==> src/rtl/data_mem_responder.sv <==
// data_mem_responder: serves 32-bit CPU data requests on a 64-bit pmem port (optional line buffer: DATA_MEM_RESPONDER_LINE_BUF_EN)
module data_mem_responder #(
    parameter int unsigned TIMEOUT = 1024
) (
    input  logic        clk,
    input  logic        rst,
    input  logic        mem_read,
    input  logic        mem_write,
    input  logic [3:0]  mem_mbe,
    input  logic [31:0] mem_address,
    input  logic [31:0] mem_wdata,
    output logic        mem_resp,
    output logic [31:0] mem_rdata,
    output logic        mem_err,
    output logic        pmem_read,
    output logic        pmem_write,
    output logic [31:0] pmem_address,
    output logic [63:0] pmem_wdata,
    input  logic [63:0] pmem_rdata,
    input  logic        pmem_resp
);
    typedef enum logic [2:0] {IDLE, RD, RMW_RD, RMW_WR, RESP} state_t;
    state_t      r_state, w_next;
    logic [28:0] r_tag;
    logic        r_sel;
    logic [31:0] r_wdata;
    logic [3:0]  r_mbe;
    logic [63:0] r_line;
    logic [31:0] r_rdata;
    logic        r_err;
    logic [31:0] r_cnt;
    logic        w_hit;
    logic        w_timeout;
    function automatic logic [63:0] merge(input logic [63:0] line, input logic [31:0] d,
                                          input logic [3:0] be, input logic sel);
        merge = line;
        for (int i = 0; i < 4; i++)
            if (be[i]) merge[(sel ? 32 : 0) + i * 8 +: 8] = d[i * 8 +: 8];
    endfunction
`ifdef DATA_MEM_RESPONDER_LINE_BUF_EN
    logic        r_buf_v;
    logic [28:0] r_buf_tag;
    logic [63:0] r_buf_data;
    assign w_hit = r_buf_v && (r_buf_tag == mem_address[31:3]);
`else
    assign w_hit = 1'b0;
`endif
    assign pmem_read    = (r_state == RD) || (r_state == RMW_RD);
    assign pmem_write   = r_state == RMW_WR;
    assign pmem_address = {r_tag, 3'b000};
    assign pmem_wdata   = r_line;
    assign mem_resp     = r_state == RESP;
    assign mem_err      = mem_resp && r_err;
    assign mem_rdata    = r_rdata;
    assign w_timeout    = (TIMEOUT != 0) && (pmem_read || pmem_write) && !pmem_resp
                          && (r_cnt == TIMEOUT - 1);
    // next-state selection; a write outranks a simultaneous read
    always_comb begin
        w_next = r_state;
        case (r_state)
            IDLE:    w_next = mem_write ? (mem_mbe == 4'd0 ? RESP : (w_hit ? RMW_WR : RMW_RD))
                            : mem_read ? (w_hit ? RESP : RD) : IDLE;
            RD:      w_next = (pmem_resp || w_timeout) ? RESP : RD;
            RMW_RD:  w_next = pmem_resp ? RMW_WR : (w_timeout ? RESP : RMW_RD);
            RMW_WR:  w_next = (pmem_resp || w_timeout) ? RESP : RMW_WR;
            default: w_next = IDLE;
        endcase
    end
    // state, request latch, line/merge datapath, timeout counter and line buffer
    always_ff @(posedge clk) begin
        if (rst) begin
            r_state    <= IDLE;
            r_tag      <= '0;
            r_sel      <= 1'b0;
            r_wdata    <= '0;
            r_mbe      <= '0;
            r_line     <= '0;
            r_rdata    <= '0;
            r_err      <= 1'b0;
            r_cnt      <= '0;
`ifdef DATA_MEM_RESPONDER_LINE_BUF_EN
            r_buf_v    <= 1'b0;
            r_buf_tag  <= '0;
            r_buf_data <= '0;
`endif
        end else begin
            r_state <= w_next;
            case (r_state)
                IDLE: begin
                    r_cnt <= '0;
                    r_err <= 1'b0;
                    if (mem_read || mem_write) begin
                        r_tag   <= mem_address[31:3];
                        r_sel   <= mem_address[2];
                        r_wdata <= mem_wdata;
                        r_mbe   <= mem_mbe;
                        r_rdata <= '0;
                    end
`ifdef DATA_MEM_RESPONDER_LINE_BUF_EN
                    if (mem_write && mem_mbe != 4'd0 && w_hit)
                        r_line <= merge(r_buf_data, mem_wdata, mem_mbe, mem_address[2]);
                    if (!mem_write && mem_read && w_hit)
                        r_rdata <= mem_address[2] ? r_buf_data[63:32] : r_buf_data[31:0];
`endif
                end
                RD: begin
                    if (pmem_resp) begin
                        r_rdata <= r_sel ? pmem_rdata[63:32] : pmem_rdata[31:0];
`ifdef DATA_MEM_RESPONDER_LINE_BUF_EN
                        r_buf_v    <= 1'b1;
                        r_buf_tag  <= r_tag;
                        r_buf_data <= pmem_rdata;
`endif
                    end else if (w_timeout) begin
                        r_err <= 1'b1;
`ifdef DATA_MEM_RESPONDER_LINE_BUF_EN
                        r_buf_v <= 1'b0;
`endif
                    end else r_cnt <= r_cnt + 32'd1;
                end
                RMW_RD: begin
                    if (pmem_resp) begin
                        r_line <= merge(pmem_rdata, r_wdata, r_mbe, r_sel);
                        r_cnt  <= '0;
`ifdef DATA_MEM_RESPONDER_LINE_BUF_EN
                        r_buf_v    <= 1'b1;
                        r_buf_tag  <= r_tag;
                        r_buf_data <= pmem_rdata;
`endif
                    end else if (w_timeout) begin
                        r_err <= 1'b1;
`ifdef DATA_MEM_RESPONDER_LINE_BUF_EN
                        r_buf_v <= 1'b0;
`endif
                    end else r_cnt <= r_cnt + 32'd1;
                end
                RMW_WR: begin
                    if (pmem_resp) begin
`ifdef DATA_MEM_RESPONDER_LINE_BUF_EN
                        r_buf_v    <= 1'b1;
                        r_buf_tag  <= r_tag;
                        r_buf_data <= r_line;
`endif
                    end else if (w_timeout) begin
                        r_err <= 1'b1;
`ifdef DATA_MEM_RESPONDER_LINE_BUF_EN
                        r_buf_v <= 1'b0;
`endif
                    end else r_cnt <= r_cnt + 32'd1;
                end
                default: ;
            endcase
        end
    end
endmodule
==> config.mk <==
export PLATFORM = sky130hd
export DESIGN_NAME = data_mem_responder
export DESIGN_NICKNAME = d
export VERILOG_FILES = /design/src/rtl/data_mem_responder.sv
export SDC_FILE = /design/constraint.sdc
export NUM_CORES = 1
export LEC_CHECK = 0
export CORE_ASPECT_RATIO = 1.2
export CORE_MARGIN = 1.5
export CORE_UTILIZATION = 44
export CTS_BUF_LIST = sky130_fd_sc_hd__clkbuf_2
export CTS_CLUSTER_SIZE = 30
export DETAILED_ROUTE_END_ITERATION = 6
export HOLD_SLACK_MARGIN = 0.12
export PLACE_DENSITY = 0.79
export SYNTH_ARGS = -nofsm -noshare
export SYNTH_HDL_FRONTEND = slang
export SYNTH_SLANG_ARGS = --single-unit
==> constraint.sdc <==
create_clock -name clk -period 2.2 [get_ports clk]
set_clock_uncertainty 0.2 [all_clocks]
set_input_delay 0.33 -clock clk [delete_from_list [all_inputs] [get_ports clk]]
set_output_delay 0.33 -clock clk [all_outputs]
set_load 0.05 [all_outputs]
==> key figures, run 1 <==
Setup path
  • CP max-delay cell: dfxtp_4
  • Critical path's largest stage delay: approximately 0.43 ns
  • Crit path capture type: output pin
  • Crit path cell chain: buf_6 -> xnor2_2 -> nor2_2 -> buf_12
  • Setup CP Type: reg2out
  • Kind of start point of the critical path: register
  • CP bufs+invs: 2
  • Crit path max fanout: 3
  • Critical Path RT: about 1.7 ns
  • Arr. time, crit path: 1.70 ns
  • CP delay by family, top: flip-flops

Drt
  • Number of vias per cell: 5.57
  • WL per Instance: between 15 and 20 um
  • # DRC: 0
  • Routed via count: between 9000 and 10000
  • Final WL: approximately 32000 um
  • Iteration-0 DRC Markers: 727
  • DRT antenna net count: 0
  • Number of detailed-route iterations in the first pass: 5

STA
  • # setup viols final: 1
  • WHS: around 0.24 ns
  • RSZ-0062 raised after global routing: yes
  • Final worst path period need: about 2.2 ns
  • Max Fclk: about 0.45 GHz
  • Crit share post-route: 101%
  • Hold Vio Cnt, Final: 0
  • Max_slew headroom: between 40 and 50%
  • Final worst slack: -0.0286 ns
  • Slew @ Worst Pin: approximately 0.79 ns
  • Final Slew Violations: 0

Power and ir drop
  • Pleak: roughly 5.4 nW
  • PD cells: slightly above 600 nW/um2
  • Max IR drop VDD: about 0.55 mV
  • Total Power: around 8.6 mW

GRT
  • Vias in the first global route: 9790
  • Global-route wire length before repair: between 40000 and 50000 um
  • Largest net degree at the start of global routing: ~170
  • Antenna violations before repair: 2
  • Total track usage: 30.9%
  • Congestion Overflow GR: 0

Yosys
  • Adder-cell share of the synthesized area: 0.146%
  • Synth Area in XOR/XNOR: less than 1%
  • Combinational family with the most area after synthesis: simple AND/OR/NAND/NOR gates
  • Ys Warns: 0
  • Cell Area, Synth: roughly 8500 um2
  • Async set or reset register ratio after synthesis: 0%
  • Post-synthesis mux area share: 7.73%
  • Mean Syn Cell Area: between 8 and 9 um2
  • Netlist cell types: 47
  • Post-synthesis cell count: between 1000 and 1500
  • #FFs+latches synth: 198
  • Post-Synth Simple-Gate Area: a little under a quarter
  • Post-synthesis compound-gate area fraction: 17.7%
  • Post-synth EDFFs: 0
  • Ys flop type: dfxtp_1
  • Sequential fraction of the synthesis area: between 40% and 50%

CTS
  • CTS tree: built
  • H-tree depth: 4
  • CTS Sinks: between 150 and 200
  • Bufs on Longest Clock Path: 2
  • CTS clk-pin slew, worst paths: ~0.28 ns
  • Cts bufs inserted: 17
  • Skew-Pair Late Insertion Delay: 0.76 ns
  • Clock Root Buffer: clkbuf_2

Final layout
  • Share of cells above drive strength 1: about a fifth
  • Final #Nets: 1612
  • Syn-to-layout area delta: 61.1%

Status
  • Status: complete, but fails checks
  • Failing checks: setup timing

Place
  • Port bufs: roughly 260
  • GPL Wtd Cong: ~0.84
  • Post-DP HPWL: between 15000 and 20000 um

Floorplan
  • Initial core utilization: a little under half
  • Boundary pin count: ~270
  • Die X-Extent: 130 um
  • Core area: 18900 um2
  • Die area: about 20000 um2
  • Die Ht: around 160 um
  • Row count: between 50 and 60

Run
  • Max-Cap Viols: 0

Min path
  • Hold WC Path Type: in2reg
sequential cells by signal, indices dropped and copies added (netlist names):
| name | count |
|---|---|
| pmem_wdata | 64 |
| r_state | 3 |
| r_wdata | 32 |
| r_cnt | 32 |
| r_tag | 29 |
| mem_rdata | 32 |
| r_mbe | 4 |
| r_err | 1 |
| r_sel | 1 |
layout by cell type, fill, tap and decap left out, drive strengths merged, types with 32 or more instances in the layout:
cell type	netlist	layout
mux2i	66	66
nor2	139	139
dfxtp	198	198
nand3	48	48
dlygate4sd3	0	133
clkdlybuf4s50	0	132
a211oi	32	32
a311oi	33	33
clkdlybuf4s15	0	74
a21oi	89	89
nand2	187	187
buf	17	143
routing by layer:
layer	part of all wire, %	GRT usage (%)	vias up	wire length, um
li1	-	-	4572	-
met1	38	34.2	4593	12100
met2	50	53.3	435	16100
met3	6.8	7.89	116	2180
met4	5.2	17.5	0	1680
met5	0	0	-	0
area by class of cell:
class                   instances  area [um2]
clock inverters                15         141
multi-input cells             758        4340
well taps                     256         320
repair buffers                497        4870
diodes                          2        5.00
clock buffers                  17        85.1
flip-flops and latches        198        4000
fillers                      1309        5160
inverters                       2        7.51
cells by family after synthesis:
family / after synthesis
and+or+nand+nor: 453
AOI/OAI and AO/OA: 234
DFF: 198
buffers and inverters: 97
muxes: 66
adders and majority gates: 1
other: 1
xor gates and xnor gates: 1
power breakdown:
group / internal [mW] / switching, mW / total (mW)
Sequential: 3.84 / 0.187 / 4.03
Combinational: 1.12 / 1.65 / 2.77
Clock: 0.434 / 1.35 / 1.78
path summary, 6_finish.rpt:
path / startpoint / to / slack [ns] / cells past startpoint
worst max-delay path: r_state[0] / pmem_read / -0.03 / 4
worst min-delay path: mem_read / r_state[0] / 0.24 / 4
worst max register to register: r_state[2] / r_cnt[30] / 0.05 / 5
worst min register to register: r_tag[16] / r_tag[16] / 0.27 / 2
per-stage QoR:
step | TNS, ns | area, um2 | cells | util [%] | setup WS, ns
after detailed placement | -15.58 | 12000 | 1569 | 63.6 | -0.272
after global routing | -0.501 | 13800 | 1745 | 72.7 | -0.152
after CTS | -0.306 | 13800 | 1737 | 72.9 | -0.123
final | -0.0286 | 13800 | 1745 | 72.7 | -0.0286
after floorplan | 0 | 8560 | 1053 | - | 0.0347
after global placement | -13.83 | 12000 | 1569 | 63.6 | -0.225
repair_timing:
item | CTS | global route
cloned | 0 | 1
setup buffers | 4 | 6
resized for setup | 371 | 108
pin swaps | 1 | 9
endpoints found under the setup margin | 126 | 107
hold buffers | 133 | 0
endpoints found under the hold margin | 198 | 0
worst reg2reg max path: cells and delay by family, from the launching register on:
kind	cells	cell delay [ns]
DFF	1	0.43
buffers and inverters	2	0.34
and+or+nand+nor	3	1.16
cell usage after synthesis, types with 5 or more instances:
master	instances	area, um2
a211oi_1	32	240
nor4_1	11	68.8
buf_1	8	30.0
mux2i_1	66	661
a31oi_1	30	188
o41ai_1	5	43.8
or4_1	10	75.1
clkbuf_1	78	293
nand4_1	10	62.6
dfxtp_1	198	3960
nand2_1	187	702
nor2_1	139	522
nand2b_1	7	43.8
buf_2	5	25.0
or3_1	10	62.6
a21oi_1	89	445
and3_1	5	31.3
o21ai_0	15	75.1
o211ai_1	5	37.5
nand3_1	48	240
nor3_1	9	45.0
a311oi_1	33	289
o31ai_1	8	60.1
Power figures use the tool's default switching activity.
==> run 2, diff against run 1 <==
--- a/config.mk
+++ b/config.mk
@@ -5,13 +5,14 @@
 export SDC_FILE = /design/constraint.sdc
 export NUM_CORES = 1
 export LEC_CHECK = 0
+export CAP_MARGIN = 10
 export CORE_ASPECT_RATIO = 1.2
 export CORE_MARGIN = 1.5
 export CORE_UTILIZATION = 44
 export CTS_BUF_LIST = sky130_fd_sc_hd__clkbuf_2
 export CTS_CLUSTER_SIZE = 30
 export DETAILED_ROUTE_END_ITERATION = 6
-export HOLD_SLACK_MARGIN = 0.12
+export HOLD_SLACK_MARGIN = 0.05
 export PLACE_DENSITY = 0.79
 export SYNTH_ARGS = -nofsm -noshare
 export SYNTH_HDL_FRONTEND = slang
==> run 2 against run 1 <==
Against the previous run:
- total power is essentially flat
- largest power group unchanged
- critical path type unchanged
- final cell count about the same
- critical endpoint unchanged
- die area stayed put
- the run still ends with setup timing left
- combinational power is essentially flat
- sequential share of layout area grew 0.053 points
- sequential power about the same
- hold slack worse by 0.077 ns
- cell area decreased by 0.18%
- setup slack worse by 0.016 ns
- maximum frequency shrank 0.72%
- non-clock buffer count decreased by 1
- clock power hardly changed
==> key figures, run 2 (same netlist as run 1, synthesis figures left out) <==
Power and ir drop
  • PD cells: 625 nW/um2 (+0.24%)
  • Total Power: 8.58 mW (about the same)
  • Pleak: 5.39 nW (-0.32%)
  • Max IR drop VDD: 0.541 mV (-2.2%)

Setup path
  • Crit path capture type: output pin
  • Critical path's largest stage delay: 0.43 ns (about the same)
  • Kind of start point of the critical path: register
  • Arr. time, crit path: 1.71 ns (about the same)
  • Crit path max fanout: 3 (unchanged)
  • Critical Path RT: 1.67 ns (about the same)
  • R2R depth: 8 (+3)
  • CP max-delay cell: dfxtp_4
  • Crit path cell chain: buf_6 -> xnor2_2 -> nor2_2 -> buf_12
  • Setup CP Type: reg2out

Final layout
  • Area of all placed cells without fillers: 13700 um2 (-0.18%)
  • Most frequent cells in the layout: nand2_1, dfxtp_1, nor2_1
  • Non-Filler Instances: 1744 (-0.057%)
  • Commonest non-fill, non-tap cell in the layout: nand2_1
  • Share of cells above drive strength 1: 20.3% (-0.054 points)
  • Core Util, Final: 72.6% (-0.13 points)
  • Largest register FFs: 64 (unchanged)
  • Syn-to-layout area delta: 60.8%
  • Final #Nets: 1611 (-0.062%)

Place
  • Port bufs: 263 (unchanged)
  • Placed insts: 1569 (unchanged)
  • GPL Wtd Cong: 0.843 (unchanged)
  • Post-DP HPWL: 20000 um (unchanged)
  • Place WS: -0.272 ns (unchanged)
  • Post-DP Area: 12000 um2 (unchanged)

Drt
  • Number of detailed-route iterations in the first pass: 5 (unchanged)
  • Routed wl met3: 2360 um (+8.0%)
  • Met2 wire length: 16400 um (+2.1%)
  • DRT antenna net count: 0 (unchanged)
  • DR top layer: met4
  • Number of vias per cell: 5.58 (+0.29%)
  • Iteration-0 DRC Markers: 739 (+1.7%)
  • WL per Instance: 18.7 um (+1.6%)
  • Routed via count: 9739 (+0.24%)
  • Final WL: 32600 um (+1.5%)
  • # DRC: 0 (unchanged)
  • M1 wire length: 12300 um (+1.4%)

Floorplan
  • Die X-Extent: 130 um (unchanged)
  • Die area: 20300 um2 (unchanged)
  • Boundary pin count: 269 (unchanged)
  • Row count: 55 (unchanged)
  • Core area: 18900 um2 (unchanged)
  • Die Ht: 156 um (unchanged)
  • Initial core utilization: 45.2% (unchanged)

GRT
  • Largest net degree at the start of global routing: 166 (unchanged)
  • Congestion Overflow GR: 0 (unchanged)
  • Antenna violations before repair: 2 (unchanged)
  • Global-route wire length before repair: 49900 um (+1.5%)
  • Total track usage: 31.4% (+0.49 points)
  • Vias in the first global route: 9785 (-0.051%)

CTS
  • CTS clk-pin slew, worst paths: 0.30 ns (+0.02 ns)
  • Clock Root Buffer: clkbuf_2
  • CTS Sinks: 198 (unchanged)
  • Bufs on Longest Clock Path: 2 (unchanged)
  • Skew-Pair Late Insertion Delay: 0.76 ns (about the same)
  • CTS tree: built
  • Cts bufs inserted: 17 (unchanged)
  • H-tree depth: 4 (unchanged)

Run
  • Max-Cap Viols: 0 (unchanged)

STA
  • # setup viols final: 1 (unchanged)
  • WHS: 0.168 ns (-0.0765 ns)
  • Slew @ Worst Pin: 0.822 ns (+0.0279 ns)
  • Max Fclk: 0.445 GHz (-0.72%)
  • Crit share post-route: 102% (+0.74 points)
  • Hold Vio Cnt, Final: 0 (unchanged)
  • RSZ-0062 raised after global routing: yes
  • Setup TNS: -0.0448 ns (-0.0162 ns)
  • Final Slew Violations: 0 (unchanged)
  • Final worst path period need: 2.24 ns (+0.0162 ns)
  • Final worst slack: -0.0448 ns (-0.0162 ns)
  • Max_slew headroom: 45.2% (-1.9 points)

Min path
  • Hold WC Path Type: in2reg
  • Hold Crit Depth: 3 (-1)

Status
  • Failing checks: setup timing
  • Status: complete, but fails checks
## run 2: cell count changes in the layout (fill, tap and decap cells not counted), moves of 2 or more
| cell | previous run | this run |
|---|---|---|
| buf_4 | 90 | 92 |
| buf_6 | 6 | 4 |
| clkdlybuf4s15_2 | 74 | 78 |
| clkdlybuf4s18_2 | 14 | 11 |
| dlygate4sd3_1 | 133 | 131 |
## run 2: final cells by class
class | instances | area [um2]
Fill cell | 1299 | 5180
Timing Repair Buffer | 496 | 4860
Multi-Input combinational cell | 758 | 4320
Sequential cell | 198 | 4000
Tap cell | 256 | 320
Clock inverter | 15 | 141
Clock buffer | 17 | 85.1
Inverter | 2 | 7.51
Antenna cell | 2 | 5.00
## run 2: worst max-delay path: cells and delay by family, from the launching register on
kind                      cells  cell delay [ns]
DFF                           1             0.43
buffers and inverters         2             0.27
and+or+nand+nor               1             0.14
xor gates and xnor gates      1             0.13
## run 2: routing by layer
layer | vias to the layer above | global-route usage [%]
met5 | - | 0
met4 | 0 | 16.9
met3 | 99 | 7.78
met2 | 473 | 54.3
met1 | 4597 | 35.2
li1 | 4570 | -
## run 2: power by group
group | leakage, nW | switching (mW) | internal [mW] | total [mW]
clock network | 0.128 | 1.35 | 0.434 | 1.79
registers | 1.62 | 0.192 | 3.84 | 4.03
logic | 3.63 | 1.65 | 1.11 | 2.76
## run 2: worst paths after layout
kind / from / endpoint / slack [ns]
min: pmem_rdata[28] / pmem_wdata[28] / 0.17
max reg2reg: r_cnt[26] / r_cnt[13] / 0.07
min reg2reg: r_tag[16] / r_tag[16] / 0.27
max: r_state[0] / pmem_read / -0.04
## run 2: what timing repair did
| action | CTS | global route |
|---|---|---|
| hold endpoints to repair | 189 | 0 |
| pin swaps | 1 | 8 |
| buffers inserted | 4 | 6 |
| gates resized for setup | 371 | 98 |
| hold buffers | 131 | 0 |
| gates cloned | 0 | 1 |
| endpoints found under the setup margin | 126 | 74 |
